[config.mk]
export PLATFORM = sky130hd
export DESIGN_NAME = fetch_unit
export DESIGN_NICKNAME = d
export VERILOG_FILES = /design/src/rtl/fetch_unit_pkg.sv /design/src/rtl/fetch_pc.sv /design/src/rtl/fetch_unit.sv
export SDC_FILE = /design/constraint.sdc
export NUM_CORES = 1
export LEC_CHECK = 0
export ABC_AREA = 1
export CAP_MARGIN = 10
export CORE_MARGIN = 1.5
export CORE_UTILIZATION = 40
export CTS_BUF_LIST = sky130_fd_sc_hd__clkbuf_8 sky130_fd_sc_hd__clkbuf_16
export DETAILED_ROUTE_END_ITERATION = 16
export GPL_TIMING_DRIVEN = 0
export HOLD_SLACK_MARGIN = 0.08
export PLACE_DENSITY = 0.66
export SETUP_SLACK_MARGIN = 0.05
export SYNTH_ARGS = -nofsm -noshare
export SYNTH_HDL_FRONTEND = slang
export SYNTH_SLANG_ARGS = --single-unit
[constraint.sdc]
create_clock -name clk -period 3.93 [get_ports clk]
set_clock_uncertainty 0.05 [all_clocks]
set_input_delay 0.5895 -clock clk [delete_from_list [all_inputs] [get_ports clk]]
set_output_delay 0.5895 -clock clk [all_outputs]
set_load 0.05 [all_outputs]
[src/rtl/fetch_unit_pkg.sv]
// Shared processor definitions used by the fetch stage: FSM state encoding
// and default halt/bubble encodings.
package fetch_unit_pkg;

   typedef enum logic [1:0] {
      FETCH    = 2'd0,
      HLT_WAIT = 2'd1,
      HALTED   = 2'd2
   } fetch_state_e;

   localparam logic [3:0]  HLT_OPCODE = 4'hF;
   localparam logic [15:0] NOP_INSTR  = 16'h0000;

endpackage

[src/rtl/fetch_pc.sv]
// Program counter register with its next-PC selection.
// Priority: load (redirect) > hold > increment; increment wraps at 16'hFFFF.
module fetch_pc #(
   parameter logic [15:0] RESET_PC = 16'h0000
) (
   input  logic        clk,
   input  logic        rst_n,
   input  logic        load,
   input  logic        hold,
   input  logic [15:0] target,
   output logic [15:0] pc,
   output logic [15:0] pc_plus1
);

   assign pc_plus1 = pc + 16'd1;

   always_ff @(posedge clk or negedge rst_n) begin
      if (!rst_n)
         pc <= RESET_PC;
      else if (load)
         pc <= target;
      else if (!hold)
         pc <= pc_plus1;
   end

endmodule

[src/rtl/fetch_unit.sv]
// Instruction fetch stage: PC sequencing, IF/ID pipeline register and the
// halt sequencing FSM (FETCH -> HLT_WAIT -> HALTED, HALTED left only by reset).
module fetch_unit #(
   parameter logic [15:0] RESET_PC   = 16'h0000,
   parameter logic [3:0]  HLT_OPCODE = fetch_unit_pkg::HLT_OPCODE,
   parameter logic [15:0] NOP_INSTR  = fetch_unit_pkg::NOP_INSTR
) (
   input  logic        clk,
   input  logic        rst_n,
   input  logic        stall,
   input  logic        redirect,
   input  logic [15:0] redirect_pc,
   input  logic        hlt_retired,
   input  logic [15:0] instr_in,
   output logic [15:0] im_addr,
   output logic        im_rd_en,
   output logic [15:0] if_id_instr,
   output logic [15:0] if_id_pc_plus1,
   output logic        if_id_valid,
   output logic        halted,
   output logic [15:0] fetch_cnt
);

   import fetch_unit_pkg::*;

   fetch_state_e state;
   logic [15:0]  pc_plus1;
   logic         take_redirect;
   logic         is_hlt;
   logic         pc_hold;

   assign take_redirect = redirect && (state != HALTED);
   assign is_hlt        = (instr_in[15:12] == HLT_OPCODE);
   // PC only advances on a non-halt fetch; the halt itself parks the PC.
   assign pc_hold       = stall || (state != FETCH) || is_hlt;

   fetch_pc #(.RESET_PC(RESET_PC)) u_fetch_pc (
      .clk      (clk),
      .rst_n    (rst_n),
      .load     (take_redirect),
      .hold     (pc_hold),
      .target   (redirect_pc),
      .pc       (im_addr),
      .pc_plus1 (pc_plus1)
   );

   assign im_rd_en = (state == FETCH);
   assign halted   = (state == HALTED);

   always_ff @(posedge clk or negedge rst_n) begin
      if (!rst_n) begin
         state          <= FETCH;
         if_id_instr    <= NOP_INSTR;
         if_id_pc_plus1 <= '0;
         if_id_valid    <= 1'b0;
         fetch_cnt      <= '0;
      end else if (take_redirect) begin
         state       <= FETCH;
         if_id_instr <= NOP_INSTR;
         if_id_valid <= 1'b0;
      end else if (!stall) begin
         case (state)
            FETCH: begin
               if_id_instr    <= instr_in;
               if_id_pc_plus1 <= pc_plus1;
               if_id_valid    <= 1'b1;
               if (fetch_cnt != '1)
                  fetch_cnt <= fetch_cnt + 16'd1;
               if (is_hlt)
                  state <= HLT_WAIT;
            end
            HLT_WAIT: begin
               if_id_instr <= NOP_INSTR;
               if_id_valid <= 1'b0;
               if (hlt_retired)
                  state <= HALTED;
            end
            default: begin
               if_id_instr <= NOP_INSTR;
               if_id_valid <= 1'b0;
            end
         endcase
      end
   end

endmodule

* Word-level counts from Yosys, hierarchy flattened
Index checks and enable logic that the tools add are counted.
** Word-level totals
- Word-level logic and storage cells :: 41
- Input port bits :: 37
- Output and inout bits :: 67
- Register bits :: 67
** Cells by class
- Reductions and logical operators :: 9
- Eq/ne operators :: 9
- Bitwise logic cells :: 2
- Add/subtract/negate cells :: 2
- Muxes and demuxes :: 13
** Operator list (number)
- $mux W16 :: 5
- $add A16 B1 Y16 const B :: 2
- $ne A16 B16 Y1 const B :: 1
- $mux W2 :: 4
- $reduce_and A4 Y1 :: 2
- $eq A4 B4 Y1 const B :: 1
- $ne A2 B2 Y1 const B :: 2
- $pmux W2 S2 :: 1
- $mux W1 :: 3
- $ne A3 B1 Y1 const B :: 1
- $ne A3 B3 Y1 const B :: 1
- $reduce_and A3 Y1 :: 1
- $reduce_bool A3 Y1 :: 1
- $eq A2 B1 Y1 const B :: 1
- $eq A2 B2 Y1 const B :: 1
- $logic_not A2 Y1 :: 1
- $logic_or A1 B1 Y1 :: 2
- $ne A2 B1 Y1 const B :: 1
- $not A1 Y1 :: 2
- $reduce_bool A2 Y1 :: 1
- $logic_and A1 B1 Y1 :: 1

* Logic depth before layout (Yosys ltp)
- Depth after elaboration :: 5
- Gate-level depth with buffers :: 10
- Mapped depth without buffers :: 10

* Hierarchy
Synthesis repeated with hierarchy kept, for this count alone.
** Second synthesis, totals
- Cell total of the unflattened synthesis :: 485
- Area, all modules :: 3597.2 um^2
** Modules (own cells, without submodules)
- fetch_unit :: cells each 316, instances 1, area each 2463.6 um^2
- fetch_pc :: cells each 169, instances 1, area each 1133.6 um^2

* Worst setup path before layout
No wires, ideal clock.
- Path kind :: reg-to-reg
- From :: register fetch_cnt[0]
- To :: register fetch_cnt[4]
- Clock period less this slack :: 1.933 ns
- Buffers on the path :: 1
- Data required time :: 3.763 ns
- Slack :: 1.997 ns
- Data arrival time :: 1.766 ns
- Cell stages (with the launch flop) :: 10
- Path through :: dfrtp_1 > ha_1 > nand3_4 > nor2_8 > nand4_4 > nand2_8 > inv_6 > buf_12 > nand2_2 > nand2_2
** On the way
- Word-level cells in the longest chain between the ends :: 2
- Elaborated cells on any way between the ends :: 3
** RTL lines
- start: declaration :: RTL line fetch_unit.sv:21 : output logic [15:0] fetch_cnt
- start signal: assignment :: RTL line fetch_unit.sv:68 : fetch_cnt <= fetch_cnt + 16'd1;
- branches (longest 2 deep; another with $add A16 B1 Y16)
Parallel ways; which one is timed is not known.
A chain may end at the register's enable or synchronous reset.

* Final worst setup path
- From :: register state[1]
- To :: output im_rd_en
** On the way
- Word-level cells in the longest chain between the ends :: 1
** RTL lines
- start: declaration :: RTL line fetch_unit.sv:26 : fetch_state_e state;
- start signal: assignment :: RTL line fetch_unit.sv:52 : state <= FETCH;
- start signal: assignment :: RTL line fetch_unit.sv:58 : state <= FETCH;
- start signal: assignment :: RTL line fetch_unit.sv:70 : state <= HLT_WAIT;
- $logic_not A2 Y1 :: RTL line fetch_unit.sv:47 : assign im_rd_en = (state == FETCH);
- end: declaration :: RTL line fetch_unit.sv:16 : output logic im_rd_en,
Every way passes these cells.

==> flow_metrics.tcl <==
set metrics [dict create \
    outcome "complete, no violations" \
    grt_max_degree 68 \
    fin_crit_sh 0.632 \
    cpMaxStageDelayCell "clkdlybuf4s50_1" \
    setup_viol 0 \
    syn_area_mm2 0.00362 \
    cp.required_ns 3.29 \
    postSynthRegisterBits 67 \
    n_antenna_cell 0 \
    cp_slowest_stage_delay_ns 0.81 \
    p_leak_nw 2.35 \
    die_w_um 98.2 \
    io_buffers 102 \
    timing.rr.end "fetch_cnt[13]" \
    fp.dieH_um 98.2 \
    num_rows 34 \
    drv_slew 0 \
    syn_inst 471 \
    path_max_fanout 5 \
    hold_buffers 0 \
    synth-async-reset-ratio 1.00 \
    grt_pass1_wl_mm 15.9 \
    overflow 0 \
    cts_made_buffers 9 \
    clk_latency_ns 0.35 \
    arrival_ns 1.84 \
    avgRoutedWirePerCell_um 13.6 \
    drt_wl_total_mm 9.49 \
    endpoint_kind "output port" \
    highest_layer "met4" \
    synth_top_cell_area_share 0.463 \
    synthTopCellsByCount "nand2_1, dfrtp_1, nand3_1" \
    fmax_mhz 403 \
    ant_nets 0 \
    drv_cap 0 \
    rsz0062_at_grt "false" \
    io_pins 104 \
    synth_area_leaders "dfrtp_1, nand2_1, nand3_1, nand2_2, nor2_1" \
    synth-edff-count 0 \
    ys_warn_count 0 \
    cts_sinks 67 \
    htree_levels 3 \
    register_area_mm2 0.00168 \
    vias 3380 \
    slew_headroom 0.425 \
    p_total_mw 3.56 \
    r2r_cells 9 \
    synth_largest_area_cell "dfrtp_1" \
    drive_gt1_frac 0.109 \
    wl_met3_um 592 \
    synth.avg_cell_area_um2 7.69 \
    cts_resized 0 \
    rrSetupSlack_ns 2.24 \
    clock-root-buffer "clkbuf_8" \
    crit_chain "inv_2, nand2_1, inv_1, clkdlybuf4s50_1" \
    synthDistinctLibCells 32 \
    hold_violations 0 \
    firstDrtPassIters 4 \
    drt_iter0_markers 128 \
    synth_nets 510 \
    synthFlopType "dfrtp_1" \
    initial_core_util 0.413 \
    min_path_type "in -> async" \
    dieArea_mm2 0.00964 \
    core_mm2 0.00876 \
    antenna_found_initial 0 \
    yosysSeqAreaShare 0.463 \
    crit_type "reg -> out" \
    viasPerCell 4.85 \
    track_usage 0.206 \
    startpoint_type "flip-flop" \
    globalplace.congestion 0.865 \
    utilization 0.566 \
    n_fill_cell 860 \
    cts_tree "yes" \
    crit_family "buffers and inverters" \
    crit_buf_inv 3 \
    clk_pin_slew_ns 0.08 \
    post_cts_buffers 0 \
    clock_path_buffers 2 \
    cp.depth 4 \
    dp_hpwl_mm 7.00 \
    area.growth.synth_to_final_pct 36.8 \
    nNetsFinal 623 \
    grt_pass1_vias 3346 \
    drc 0 \
    wl_met2_mm 4.54 \
    wl_met1_mm 4.28 \
    synth.most_common_cell "nand2_1" \
    multi_input_area_mm2 0.00171 \
    worst_pin_slew_ns 0.863 \
    vdd_drop_max_uv 331 \
    powerDensity_mw_per_mm2 719 \
    fin_crit_ns 2.48 \
    reg2reg_from "fetch_cnt[0]" \
    dp_worst_setup_slack_ns 1.66 \
    worst_slack_ns 1.45 \
]
-- report_power, final --
part           internal [mW]  switching [mW]  total, mW
Combinational          0.620            1.28       1.90
Sequential             0.898           0.231       1.13
Clock                  0.259           0.272      0.531
-- placed cells by master (no fill, tap or decap), types with 5 or more instances in the layout --
cell             Yosys  final
nand2_1            195    195
o21ai_0             12     12
xor2_1               7      7
inv_1               30     31
nand4_1              8      8
nor2_1              32     32
dfrtp_1             67     67
clkbuf_8             0     11
o21bai_1             5      5
nand3_1             45     45
clkdlybuf4s50_1      0    101
buf_2                6      6
nand2_2             23     23
xnor2_1              8      8
-- kinds of logic after synthesis --
group                    Yosys count  synth area share
AND/OR/NAND/NOR                  316             0.390
flip-flops                        67             0.463
buffers and inverters             49            0.0660
AO/OA/AOI/OAI                     22            0.0380
XOR/XNOR                          15            0.0363
adder cells (fa/ha/maj)            2           0.00691
-- per-stage QoR --
step                      instances  hold slack, ns  TNS [ns]  area, um2
after CTS                       697           0.330         0       4960
after detailed placement        681           0.419         0       4780
after floorplan                 471           0.244         0       3620
after global placement          681           0.415    -11.73       4780
after global routing            697           0.363         0       4960
final                           697           0.306         0       4960
-- state kept, by name (all words and copies together) (netlist names) --
| register | cells |
|---|---|
| fetch_cnt | 16 |
| state | 2 |
| if_id_valid | 1 |
| if_id_instr | 16 |
| u_fetch_pc.pc | 16 |
| if_id_pc_plus1 | 16 |
-- per-layer routing --
metal	vias up	global-route usage
met5	-	0
met1	1583	0.260
met4	0	0.0531
met2	84	0.345
li1	1705	-
met3	8	0.0637
-- area by class of cell --
cell class	count	area share
sequential	67	0.338
tap	108	0.0273
buffer	13	0.0194
clock inverter	5	0.00581
inverter	36	0.0288
multi-input combinational	355	0.344
timing repair buffer	102	0.206
clock buffer	11	0.0305
-- how the worst max path moves through the flow --
stage | to | slack [ns] | startpoint
3_3_place_gp | if_id_pc_plus1[12] | -0.18 | rst_n
4_1_cts | im_rd_en | 1.41 | state[1]
2_1_floorplan | fetch_cnt[4] | 2.00 | fetch_cnt[0]
5_1_grt | im_rd_en | 1.35 | state[1]
3_5_place_dp | u_fetch_pc.pc[9] | 1.66 | redirect
6_report | im_rd_en | 1.45 | state[1]
Note: power is estimated with default switching activity, not from simulation.
